[config.mk]
export PLATFORM = sky130hd
export DESIGN_NAME = rsa_modexp_engine
export DESIGN_NICKNAME = d
export VERILOG_FILES = /design/src/rtl/rsa_pkg.sv /design/src/rtl/rsa_modexp_engine_mont_mul.sv /design/src/rtl/rsa_modexp_engine.sv
export SDC_FILE = /design/constraint.sdc
export NUM_CORES = 1
export LEC_CHECK = 0
export ABC_AREA = 1
export BUFFER_PORTS_ARGS = -buffer_cell sky130_fd_sc_hd__buf_2
export CORE_AREA = 4 4 102 104
export CTS_BUF_LIST = sky130_fd_sc_hd__clkbuf_8
export DETAILED_ROUTE_END_ITERATION = 8
export DIE_AREA = 0 0 106 108
export GPL_ROUTABILITY_DRIVEN = 0
export GPL_TIMING_DRIVEN = 0
export PLACE_DENSITY = 0.73
export SLEW_MARGIN = 20
export SYNTH_ARGS = -nofsm -noshare
export SYNTH_HDL_FRONTEND = slang
export SYNTH_SLANG_ARGS = --single-unit
export TNS_END_PERCENT = 10
[constraint.sdc]
create_clock -name clk -period 6.8 [get_ports clk]
set_clock_uncertainty 0.05 [all_clocks]
set_input_delay 1.02 -clock clk [delete_from_list [all_inputs] [get_ports clk]]
set_output_delay 1.02 -clock clk [all_outputs]
set_load 0.02 [all_outputs]
[src/rtl/rsa_pkg.sv]
// Shared types and constants for the 8-bit Montgomery modexp engine.
package rsa_pkg;

    localparam int RSA_WIDTH = 8;
    localparam int MM_CYCLES = 9;
    localparam int NUM_MM    = 19;

    typedef enum logic [2:0] {
        IDLE,
        PRE_M,
        PRE_X,
        SQR,
        MUL,
        POST
    } state_t;

endpackage

[src/rtl/rsa_modexp_engine_mont_mul.sv]
// Radix-2 bit-serial Montgomery multiplier: res = a*b*R^-1 mod n.
// Fixed latency of MM_CYCLES edges from the edge that samples go.
module mont_mul
    import rsa_pkg::*;
#(
    parameter int WIDTH = RSA_WIDTH
) (
    input  logic             clk,
    input  logic             rst,
    input  logic             go,
    input  logic [WIDTH-1:0] a,
    input  logic [WIDTH-1:0] b,
    input  logic [WIDTH-1:0] n,
    output logic [WIDTH-1:0] res,
    output logic             rdy
);

    localparam int CW = $clog2(MM_CYCLES);
    localparam int JW = $clog2(WIDTH);

    logic             r_busy;
    logic [CW-1:0]    r_cnt;
    logic [WIDTH+1:0] r_s;

    logic [JW-1:0]    w_j;
    logic [WIDTH+1:0] w_acc;
    logic [WIDTH+1:0] w_odd;
    logic [WIDTH+1:0] w_next;
    logic             w_last;

    // The go edge itself performs iteration 0, starting from S = 0.
    assign w_j    = r_busy ? r_cnt[JW-1:0] : '0;
    assign w_acc  = (r_busy ? r_s : '0) + (a[w_j] ? {2'b00, b} : '0);
    assign w_odd  = w_acc + (w_acc[0] ? {2'b00, n} : '0);
    assign w_next = w_odd >> 1;
    assign w_last = r_busy && (r_cnt == CW'(MM_CYCLES - 1));

    assign rdy = w_last;
    assign res = (r_s >= {2'b00, n}) ? (r_s[WIDTH-1:0] - n)
                                     : r_s[WIDTH-1:0];

    always_ff @(posedge clk) begin
        if (rst) begin
            r_busy <= 1'b0;
            r_cnt  <= '0;
            r_s    <= '0;
        end else if (!r_busy) begin
            if (go) begin
                r_busy <= 1'b1;
                r_cnt  <= CW'(1);
                r_s    <= w_next;
            end
        end else if (w_last) begin
            r_busy <= 1'b0;
            r_cnt  <= '0;
        end else begin
            r_s   <= w_next;
            r_cnt <= r_cnt + CW'(1);
        end
    end

endmodule

[src/rtl/rsa_modexp_engine.sv]
// Constant-time left-to-right modexp: result = m^e mod n over 19 Montgomery
// products; latency does not depend on the exponent value.
module rsa_modexp_engine
    import rsa_pkg::*;
#(
    parameter int WIDTH = RSA_WIDTH
) (
    input  logic             clk,
    input  logic             rst,
    input  logic             start,
    input  logic             stop,
    input  logic [WIDTH-1:0] plain_text,
    input  logic [WIDTH-1:0] exponent,
    input  logic [WIDTH-1:0] modulus,
    input  logic [WIDTH-1:0] mont_const,
    output logic [WIDTH-1:0] result,
    output logic             done,
    output logic             err,
    output logic             busy
);

    localparam int JW = $clog2(WIDTH);

    state_t           r_state;
    logic             r_start_q;
    logic             r_go;
    logic             r_busy;
    logic             r_done;
    logic             r_err;
    logic [WIDTH-1:0] r_result;
    logic [WIDTH-1:0] r_m;
    logic [WIDTH-1:0] r_e;
    logic [WIDTH-1:0] r_n;
    logic [WIDTH-1:0] r_c;
    logic [WIDTH-1:0] r_mb;
    logic [WIDTH-1:0] r_x;
    logic [JW-1:0]    r_bit;

    logic             w_accept;
    logic             w_mm_rst;
    logic             w_rdy;
    logic [WIDTH-1:0] w_a;
    logic [WIDTH-1:0] w_b;
    logic [WIDTH-1:0] w_res;

    assign w_accept = start && !r_start_q && !r_busy && !stop;
    assign w_mm_rst = rst || stop;

    assign result = r_result;
    assign done   = r_done;
    assign err    = r_err;
    assign busy   = r_busy;

    always_comb begin
        w_a = '0;
        w_b = '0;
        unique case (r_state)
            PRE_M: begin w_a = r_m;        w_b = r_c;        end
            PRE_X: begin w_a = WIDTH'(1);  w_b = r_c;        end
            SQR:   begin w_a = r_x;        w_b = r_x;        end
            MUL:   begin w_a = r_x;        w_b = r_mb;       end
            POST:  begin w_a = r_x;        w_b = WIDTH'(1);  end
            default: ;
        endcase
    end

    mont_mul #(.WIDTH(WIDTH)) u_mm (
        .clk (clk),
        .rst (w_mm_rst),
        .go  (r_go),
        .a   (w_a),
        .b   (w_b),
        .n   (r_n),
        .res (w_res),
        .rdy (w_rdy)
    );

    always_ff @(posedge clk) begin
        if (rst) begin
            r_state   <= IDLE;
            r_start_q <= 1'b0;
            r_go      <= 1'b0;
            r_busy    <= 1'b0;
            r_done    <= 1'b0;
            r_err     <= 1'b0;
            r_result  <= '0;
            r_m       <= '0;
            r_e       <= '0;
            r_n       <= '0;
            r_c       <= '0;
            r_mb      <= '0;
            r_x       <= '0;
            r_bit     <= '0;
        end else begin
            r_start_q <= start;
            r_go      <= 1'b0;
            if (stop) begin
                r_state <= IDLE;
                r_busy  <= 1'b0;
                r_done  <= 1'b0;
            end else if (w_accept) begin
                r_m    <= plain_text;
                r_e    <= exponent;
                r_n    <= modulus;
                r_c    <= mont_const;
                r_done <= 1'b0;
                r_err  <= 1'b0;
                if (!modulus[0]) begin
                    r_err    <= 1'b1;
                    r_done   <= 1'b1;
                    r_result <= '0;
                end else begin
                    r_state <= PRE_M;
                    r_busy  <= 1'b1;
                    r_go    <= 1'b1;
                end
            end else if (w_rdy) begin
                unique case (r_state)
                    PRE_M: begin
                        r_mb    <= w_res;
                        r_state <= PRE_X;
                        r_go    <= 1'b1;
                    end
                    PRE_X: begin
                        r_x     <= w_res;
                        r_bit   <= JW'(WIDTH - 1);
                        r_state <= SQR;
                        r_go    <= 1'b1;
                    end
                    SQR: begin
                        r_x     <= w_res;
                        r_state <= MUL;
                        r_go    <= 1'b1;
                    end
                    // Product always computed; only the write is conditional.
                    MUL: begin
                        if (r_e[r_bit]) r_x <= w_res;
                        r_go <= 1'b1;
                        if (r_bit == '0) begin
                            r_state <= POST;
                        end else begin
                            r_bit   <= r_bit - JW'(1);
                            r_state <= SQR;
                        end
                    end
                    POST: begin
                        r_result <= w_res;
                        r_done   <= 1'b1;
                        r_busy   <= 1'b0;
                        r_state  <= IDLE;
                    end
                    default: r_state <= IDLE;
                endcase
            end
        end
    end

endmodule

Word-level counts from Yosys, hierarchy flattened
Index checks and enable logic that the tools add are counted.

cells by class
  bitwise operators = 2
  $add $sub $neg = 5
  reduce and logical (&&, ||, !) cells = 28
  $lt $le $gt $ge = 3
  muxes and demuxes = 45
  equal/unequal tests = 11

operators with widths
  kind                                                         count
  2-to-1 mux 8 bit                                             8
  2-to-1 mux 10 bit                                            4
  case mux 8 bit (4 select lines)                              1
  case mux 8 bit (3 select lines)                              1
  adder 10 bit                                                 2
  2-to-1 mux 3 bit                                             6
  2-to-1 mux 1 bit                                             17
  case mux 8 bit (2 select lines)                              1
  2-to-1 mux 4 bit                                             3
  case mux 3 bit (4 select lines)                              1
  greater-or-equal comparator 10 x 8 -> 1 bit                  1
  inequality test 2 bit (second input constant)                5
  AND reduction 5 bit                                          2
  nonzero test 2 bit                                           5
  less-than comparator 3 x 4 -> 1 bit (second input constant)  2
  AND reduction 2 bit                                          4
  AND reduction 4 bit                                          2
  subtractor 8 bit                                             1
  binary-select mux 1 bit (select 3 bit)                       2
  equality test 3 x 2 -> 1 bit (second input constant)         2
  equality test 3 bit (second input constant)                  2
  case mux 3 bit (2 select lines)                              1
  OR reduction 2 bit                                           3
  adder 4 x 1 -> 4 bit (second input constant)                 1
  other kinds (11)                                             17

storage, ports and cells
  register bits = 82
  output and inout port bits = 11
  word-level logic and storage cells = 111

Logic depth before layout (Yosys ltp)
Gate-level depths: netlist of run 1.

  depth in word-level cells = 11
  gate-level depth with buffers = 29

Cells and area by module
From an unflattened synthesis of run 1, not the netlist that was laid out.

second synthesis, totals
  cells, all modules = 728
  area total of the unflattened synthesis = 5033.6 µm²

by module, submodules not included
  module             seq. area each (µm²)  cells an instance  instances  area an instance (µm²)
  rsa_modexp_engine  1341.3                382                1          2974.1
  mont_mul           280.3                 346                1          2059.5

Worst setup path after synthesis of run 1
OpenSTA, ideal clock, no wires.

  kind = register to register
  from = register r_state[0]
  to = register u_mm.r_s[8]
  arrival = 3.348 ns
  cell stages (with the launch flop) = 29
  setup time = 0.109 ns
  required time = 6.641 ns
  period minus slack after synthesis = 3.507 ns
  slack = 3.293 ns
  cells stage by stage = dfxtp_1 -> inv_2 -> o21ai_4 -> nand2_1 -> a21oi_1 -> nand2_1 -> nand3_1 -> nand2_4 -> nor2_2 -> ha_1 -> inv_1 -> fa_1 -> inv_1 -> nand3_1 -> nand2_1 -> a31oi_1 -> xnor2_1 -> ha_1 -> nand2_1 -> nor3_1 -> nand2_1 -> nand2_1 -> nand2_1 -> nand2_1 -> nand2_1 -> nand2_1 -> nand3_1 -> nand2_1 -> inv_1

between the ends
  longest elaborated chain between the ends = 11
  elaborated cells between the ends (all ways) = 18
  classes of those cells = 2 x add/sub; 5 x eq/ne; 9 x mux; 2 x reduce/logical

RTL lines
  what                                                                        line                                                                RTL
  from (decl)                                                                 rsa_modexp_engine.sv:24                                             state_t r_state;
  from (signal assigned)                                                      rsa_modexp_engine.sv:80                                             r_state <= IDLE;
  from (signal assigned)                                                      rsa_modexp_engine.sv:98                                             r_state <= IDLE;
  from (signal assigned)                                                      rsa_modexp_engine.sv:113                                            r_state <= PRE_M;
  equality test 3 bit / equality test 3 x 2 -> 1 bit (equally long branches)  rsa_modexp_engine.sv:57                                             unique case (r_state)
  OR reduction 3 bit (no source line)                                         -
  case mux 8 bit (3 select lines)                                             rsa_modexp_engine.sv:57
  binary-select mux 1 bit (select 3 bit)                                      rsa_modexp_engine_mont_mul.sv:33                                    assign w_acc = (r_busy ? r_s : '0) + (a[w_j] ? {2'b00, b} : '0);
  2-to-1 mux 1 bit (not written as such)                                      rsa_modexp_engine_mont_mul.sv:33
  2-to-1 mux 8 bit *                                                          rsa_modexp_engine_mont_mul.sv:33
  adder 10 bit *                                                              rsa_modexp_engine_mont_mul.sv:33
  2-to-1 mux 8 bit                                                            rsa_modexp_engine_mont_mul.sv:34                                    assign w_odd = w_acc + (w_acc[0] ? {2'b00, n} : '0);
  adder 10 bit *                                                              rsa_modexp_engine_mont_mul.sv:34
  2-to-1 mux 10 bit (on tied branches)                                        rsa_modexp_engine_mont_mul.sv:48, rsa_modexp_engine_mont_mul.sv:53
  2-to-1 mux 10 bit *                                                         rsa_modexp_engine_mont_mul.sv:47                                    end else if (!r_busy) begin
  to (signal assigned)                                                        rsa_modexp_engine_mont_mul.sv:51                                    r_s <= w_next;
  to (signal assigned)                                                        rsa_modexp_engine_mont_mul.sv:57                                    r_s <= w_next;
  to (decl)                                                                   rsa_modexp_engine_mont_mul.sv:23                                    logic [WIDTH+1:0] r_s;

Mark *: on every way between the ends. The rest lies on a longest branch, timed or not. The select of a mux whose other input is x is not followed.
A chain may end at the register's enable or synchronous reset.

Worst setup path after layout of run 1
Ends and elaborated chain as after synthesis.

==> results of run 1 <==
==> power groups by stage <==
stage,logic (mW),registers (mW),clock network (mW)
floorplan,0.0947,0.504,0
global placement,0.128,0.506,0
detailed placement,0.132,0.506,0
CTS,0.132,0.495,0.363
global route,0.151,0.496,0.385
finish,0.133,0.495,0.361
==> final timing paths <==
kind | from | to | slack (ns) | cells after the start
min reg2reg | r_e[1] | r_e[1] | 0.41 | 2
max | r_state[0] | u_mm.r_s[8] | 2.62 | 27
min | r_e[1] | r_e[1] | 0.41 | 2
max reg2reg | r_state[0] | u_mm.r_s[8] | 2.62 | 27
==> cells by family after synthesis <==
family                     count (synthesis)  synth area share (%)
adders and majority gates                 30                  7.84
buffers and inverters                    152                  11.6
and+or+nand+nor                          335                  29.3
AOI/OAI and AO/OA                        152                  16.5
xor gates and xnor gates                  16                  2.76
DFF                                       81                  32.0
==> sequential cells by signal (all words and copies together) (netlist names), 4 cells and up <==
| signal | cells |
|---|---|
| r_n | 8 |
| r_e | 8 |
| r_m | 8 |
| r_mb | 8 |
| result | 8 |
| r_x | 8 |
| u_mm.r_s | 9 |
| r_c | 8 |
| u_mm.r_cnt | 4 |
==> area by class of cell <==
cell class | count | area [sq um] | area share [%]
Inverter | 129 | 484 | 8.54
Sequential cell | 81 | 1620 | 28.6
Clock inverter | 6 | 66.3 | 1.17
Clock buffer | 10 | 138 | 2.43
Tap cell | 133 | 166 | 2.93
Timing Repair Buffer | 46 | 230 | 4.06
Multi-Input combinational cell | 533 | 2860 | 50.4
Buffer | 23 | 106 | 1.87
==> placed cells by master, fill, tap and decap left out, types with 2 or more instances in the layout <==
cell type   synthesis  routed
a31oi_1             6       6
clkinvlp_4          0       2
o211ai_1            6       6
o22ai_1             7       7
a21oi_2             3       3
nand4_1            13      13
nand2_1           177     177
dfxtp_1            81      81
nor2_2             12      12
o21ai_0            38      38
clkbuf_8            0      10
o21ai_2             2       2
inv_1             119     120
nor2_4              2       2
nand3_4             2       2
nor3_1              6       6
buf_2               7      53
inv_2              10      10
a21oi_1            69      69
xnor2_1             6       6
fa_1                3       3
nand3b_1            3       3
xor2_1             10      10
ha_1               27      27
o21ai_1            16      16
nor2_1             70      70
nand2_2             8       8
clkbuf_1           14      14
nand3_1            36      36
==> worst reg2reg max path: cells and delay by family, from the launching register on <==
family,cells,cell delay [ns]
XOR/XNOR,1,0.20
adder cells (fa/ha/maj),3,0.89
AND/OR/NAND/NOR,14,1.55
flip-flops,1,0.47
buffers and inverters,5,0.40
AO/OA/AOI/OAI,4,0.55
==> per-layer routing <==
layer | up-vias | track usage, %
met5 | - | 0
met4 | 0 | 7.68
met3 | 23 | 4.96
met2 | 142 | 41.8
met1 | 2266 | 30.9
li1 | 2566 | -
==> reports/results.ini, run 1 <==
[global_routing]
grt_antenna_before_repair = 0
grt_pass1_vias = 4779
track_usage_pct = 24.4
overflow = 0
grt_pass1_wl_um = 22300
grt_max_degree = 15

[logic_synthesis]
mappedNetlistArea_sq_um = 5070
syn_avg_cell_area_sq_um = 6.62
yosysSeqAreaShare_pct = 32.0
synthTopCellsByCount = nand2_1, inv_1, dfxtp_1
yosysTopAreaCell = dfxtp_1
synth_area_leaders = dfxtp_1, nand2_1, inv_1, a21oi_1, ha_1
postSynth.asyncResetShare_pct = 0
ys_dominant_reg_cell = dfxtp_1
ys_seq_elements = 81
synth_edf_count = 0
synthCells = 766
synthesis.nets = 832
synth_most_common_cell = nand2_1
yosys.cell_types.count = 40
synth_top_area_share_pct = 32.0
synth_warnings = 0

[worst_setup_path]
startpoint_type = flop
cp_max_fo = 8
crit_required_ns = 7.01
critPathCaptureType = flop
worstPathArrival_ns = 4.39
cp_num_buf_inv = 5
worst-setup-path-type = flop to flop
slowest_delay_ns = 0.47
crit_top_cell = nand2_1
slowest_stage = dfxtp_1
cp_top_family = simple AND/OR/NAND/NOR gates

[clock_tree]
path_clk_slew_ns = 0.09
root_buffer = clkbuf_8
clock-sinks = 81
clockBufferDepth = 2
cts_tree = built
ctsResizeCount = 0
numCtsBuffers = 9
postCtsSetupRepairBufs = 0
worstSkewPairLatency_ns = 0.35
htree_levels = 3
cts_hold_buffers = 0

[placement]
port_buffers = 46
dp_hpwl_um = 10700
dp.cells = 945
dpl_worst_slack_ns = 2.68
dpl_cell_area_sq_um = 5470

[power_and_ir_drop]
total_power_mw = 0.989
p_per_area_nw_per_um2 = 174
p_clk_share_pct = 36.5
leakage_nw = 2.85
ir_worst_vdd_v = 0.000113
pwr-share-seq_pct = 50.0
combPwrFrac_pct = 13.5
p_switching_mw = 0.275
sw_frac_of_total_pct = 27.8
intPower_mw = 0.715

[timing]
slew_headroom_pct = 55.0
finalSetupViolations = 0
rsz0062_at_grt = no
setup_ws_ns = 2.62
drv_slew = 0
setup_tns_ns = 0
hold_slack_ns = 0.408
hold_viol_final = 0
tightest_slew_ns = 0.673
timing.fmax_mhz = 239
fin_crit_sh_pct = 61.5
period_needed_ns = 4.18

[floorplanning]
die_y_um = 108
core_sq_um = 9550
row_count = 36
start_util_pct = 53.1
die_w_um = 106
dieArea_sq_um = 11400
ios = 47

[job]
maxCapViolCount = 0

[route]
wl_per_cell_um = 13.9
ant_nets = 0
drc = 0
dr.pass1.iters = 5
drt-met1-wl_um = 6020
finalWirelength_um = 13300
vias_per_cell = 5.20
vias = 4997
met3_length_um = 749
dr.max_layer_used = met4
drtIter0Drc = 274
wl_met2_um = 6160

[finish]
layout-drive-gt1-share_pct = 13.6
antenna_cells = 0
utilization_pct = 59.4
stdcell_count = 961
fillers = 962
fin_area_sq_um = 5670
nNetsFinal = 889
area_delta_synth_final_pct = 11.8

[status]
status = finished clean

[min_path]
hp-class = flop to flop

Note: power is estimated with default switching activity, not from simulation.
==> inputs of run 2 (changes only) <==
PLACE_DENSITY = 0.76   (was 0.73)
clock period = 3.78 ns   (was 6.8 ns; I/O delays follow)
==> run 2 against run 1 <==
  * First-iteration DRC count decreased by 3.3%
  * Combinational power increased by 82%
  * The run now ends with setup timing left
  * Total power increased by 77%
  * Worst hold slack got worse by 0.030 ns
  * Clock power increased by 71%
  * Utilization increased by 2.2 points
==> reports/results.ini, run 2 (synthesis results as in run 1) <==
[status]
status = complete, but fails checks
failed_checks = setup timing

[floorplanning]
ios = 47  ; unchanged
start_util_pct = 53.1  ; unchanged
dieArea_sq_um = 11400  ; unchanged
die_w_um = 106  ; unchanged
die_y_um = 108  ; unchanged
row_count = 36  ; unchanged
core_sq_um = 9550  ; unchanged

[placement]
dpl_worst_slack_ns = -0.319  ; -3.00 ns
port_buffers = 46  ; unchanged
dpl_cell_area_sq_um = 5470  ; unchanged
dp_hpwl_um = 10600  ; -0.19%

[worst_setup_path]
reg2reg_setup_slack_ns = -0.04  ; -2.65 ns
cp_max_fo = 8  ; unchanged
worstPathArrival_ns = 4.03  ; -0.36 ns
slowest_stage = fa_2
endpoint = u_mm.r_s[8]
startpoint = r_state[2]
startpoint_type = flop
critPathCaptureType = flop
slowest_delay_ns = 0.38  ; -0.09 ns
rr_worst_depth = 29  ; +7.4%
crit_top_cell = nand2_1
crit_required_ns = 3.99  ; -3.02 ns
worstReg2RegStart = r_state[2]
worst-setup-path-type = flop to flop
regToRegEndpoint = u_mm.r_s[8]

[finish]
nNetsFinal = 898  ; +1.0%
final_common_cell = nand2_1
utilization_pct = 61.6  ; +2.2 points
layout-drive-gt1-share_pct = 17.8  ; +4.2 points
antenna_cells = 0  ; unchanged
largest_register = u_mm.r_s
largest_reg_flops = 9  ; unchanged
area_delta_synth_final_pct = 16.0
fin_area_sq_um = 5880  ; +3.7%
layout_common_cells = nand2_1, inv_1, dfxtp_1

[clock_tree]
worstSkewPairLatency_ns = 0.36  ; about the same
clockBufferDepth = 2  ; unchanged
root_buffer = clkbuf_8
cts_tree = built
path_clk_slew_ns = 0.08  ; about the same
htree_levels = 3  ; unchanged
cts_hold_buffers = 0  ; unchanged
numCtsBuffers = 9  ; unchanged
clock-sinks = 81  ; unchanged

[timing]
setup_ws_ns = -0.0387  ; -2.65 ns
drv_slew = 0  ; unchanged
finalSetupViolations = 1  ; +1
period_needed_ns = 3.82  ; -0.366 ns
timing.fmax_mhz = 262  ; +9.6%
hold_viol_final = 0  ; unchanged
tightest_slew_ns = 0.668  ; -0.00469 ns
fin_crit_sh_pct = 101  ; +39 points
slew_headroom_pct = 55.3  ; +0.31 points
rsz0062_at_grt = yes

[power_and_ir_drop]
ir_worst_vdd_v = 0.000206  ; +82%
combPwrFrac_pct = 13.8  ; +0.3 points
p_per_area_nw_per_um2 = 297  ; +70%
leakage_nw = 2.96  ; +3.7%
intPower_mw = 1.26  ; +76%
sw_frac_of_total_pct = 27.9  ; +0.18 points
p_switching_mw = 0.488  ; +78%
pwr-share-seq_pct = 50.9  ; +0.9 points
p_clk_share_pct = 35.3  ; -1.2 points

[global_routing]
grt_antenna_before_repair = 0  ; unchanged
overflow = 0  ; unchanged
use_met2_pct = 41.2  ; -0.59 points
grt_pass1_wl_um = 22700  ; +1.5%
use_met3_pct = 5.25  ; +0.30 points
gr-usage-met1_pct = 31.5  ; +0.55 points
grt_max_degree = 14  ; -1
grt_pass1_vias = 4791  ; +0.25%
track_usage_pct = 24.7  ; +0.30 points
top_usage_layer = met2

[route]
vias = 5023  ; +0.52%
finalWirelength_um = 13900  ; +4.2%
ant_nets = 0  ; unchanged
drc = 0  ; unchanged
vias_per_cell = 5.18  ; -0.31%
dr.pass1.iters = 5  ; unchanged
wl_per_cell_um = 14.3  ; +3.3%
drtIter0Drc = 265  ; -3.3%

[job]
maxCapViolCount = 0  ; unchanged

[min_path]
hold_depth = 3  ; +1
hp-class = input port to flop

==> run 2: critical path, delay by kind of cell, from the launching register on <==
family          cells  cell delay (ns)
buf+inv             4             0.22
simple gates       18             1.63
fa+ha+maj           3             0.84
compound gates      3             0.44
xor+xnor            1             0.18
flops               1             0.37
==> run 2: final cells by class <==
cell class / count / area, sq um
Clock buffer: 9 / 124
Timing Repair Buffer: 55 / 298
Sequential cell: 81 / 1630
Fill cell: 896 / 3670
Tap cell: 133 / 166
Inverter: 129 / 492
Clock inverter: 6 / 60.1
Buffer: 23 / 106
Multi-Input combinational cell: 533 / 3010
==> run 2: timing repair <==
action / 4_1_cts / 5_1_grt
gates resized for setup: 15 / 27
pin swaps: 6 / 19
setup endpoints to repair: 4 / 4
buffers inserted: 2 / 7
==> run 2: power groups by stage <==
stage	Combinational (mW)	Clock (mW)	Sequential, mW
finish	0.242	0.617	0.889
global route	0.273	0.660	0.891
CTS	0.239	0.620	0.890
detailed placement	0.238	0	0.910
global placement	0.231	0	0.910
floorplan	0.170	0	0.906
==> run 2: stage by stage <==
step | TNS [ns] | power, mW | cells | hold slack, ns
after floorplan | 0 | 1.08 | 766 | 0.379
after global placement | -0.302 | 1.14 | 945 | 0.391
after detailed placement | -0.605 | 1.15 | 945 | 0.402
after CTS | 0 | 1.75 | 962 | 0.378
after global routing | -0.735 | 1.82 | 969 | 0.379
final | -0.0387 | 1.75 | 969 | 0.378
==> run 2: routing by layer <==
metal  wire, um  share of wire [%]
met5          0                  0
met4        433                3.1
met3       1030                7.4
met2       6440                 46
met1       6000                 43
==> run 2: worst min path at each step <==
stage                        from  slack [ns]   endpoint
detailed placement      result[3]        0.40  result[3]
floorplan                  r_e[3]        0.38     r_e[3]
CTS                   exponent[0]        0.38     r_e[0]
global route          exponent[2]        0.38     r_e[2]
finish              plain_text[5]        0.38     r_m[5]
global placement           r_e[7]        0.39     r_e[7]
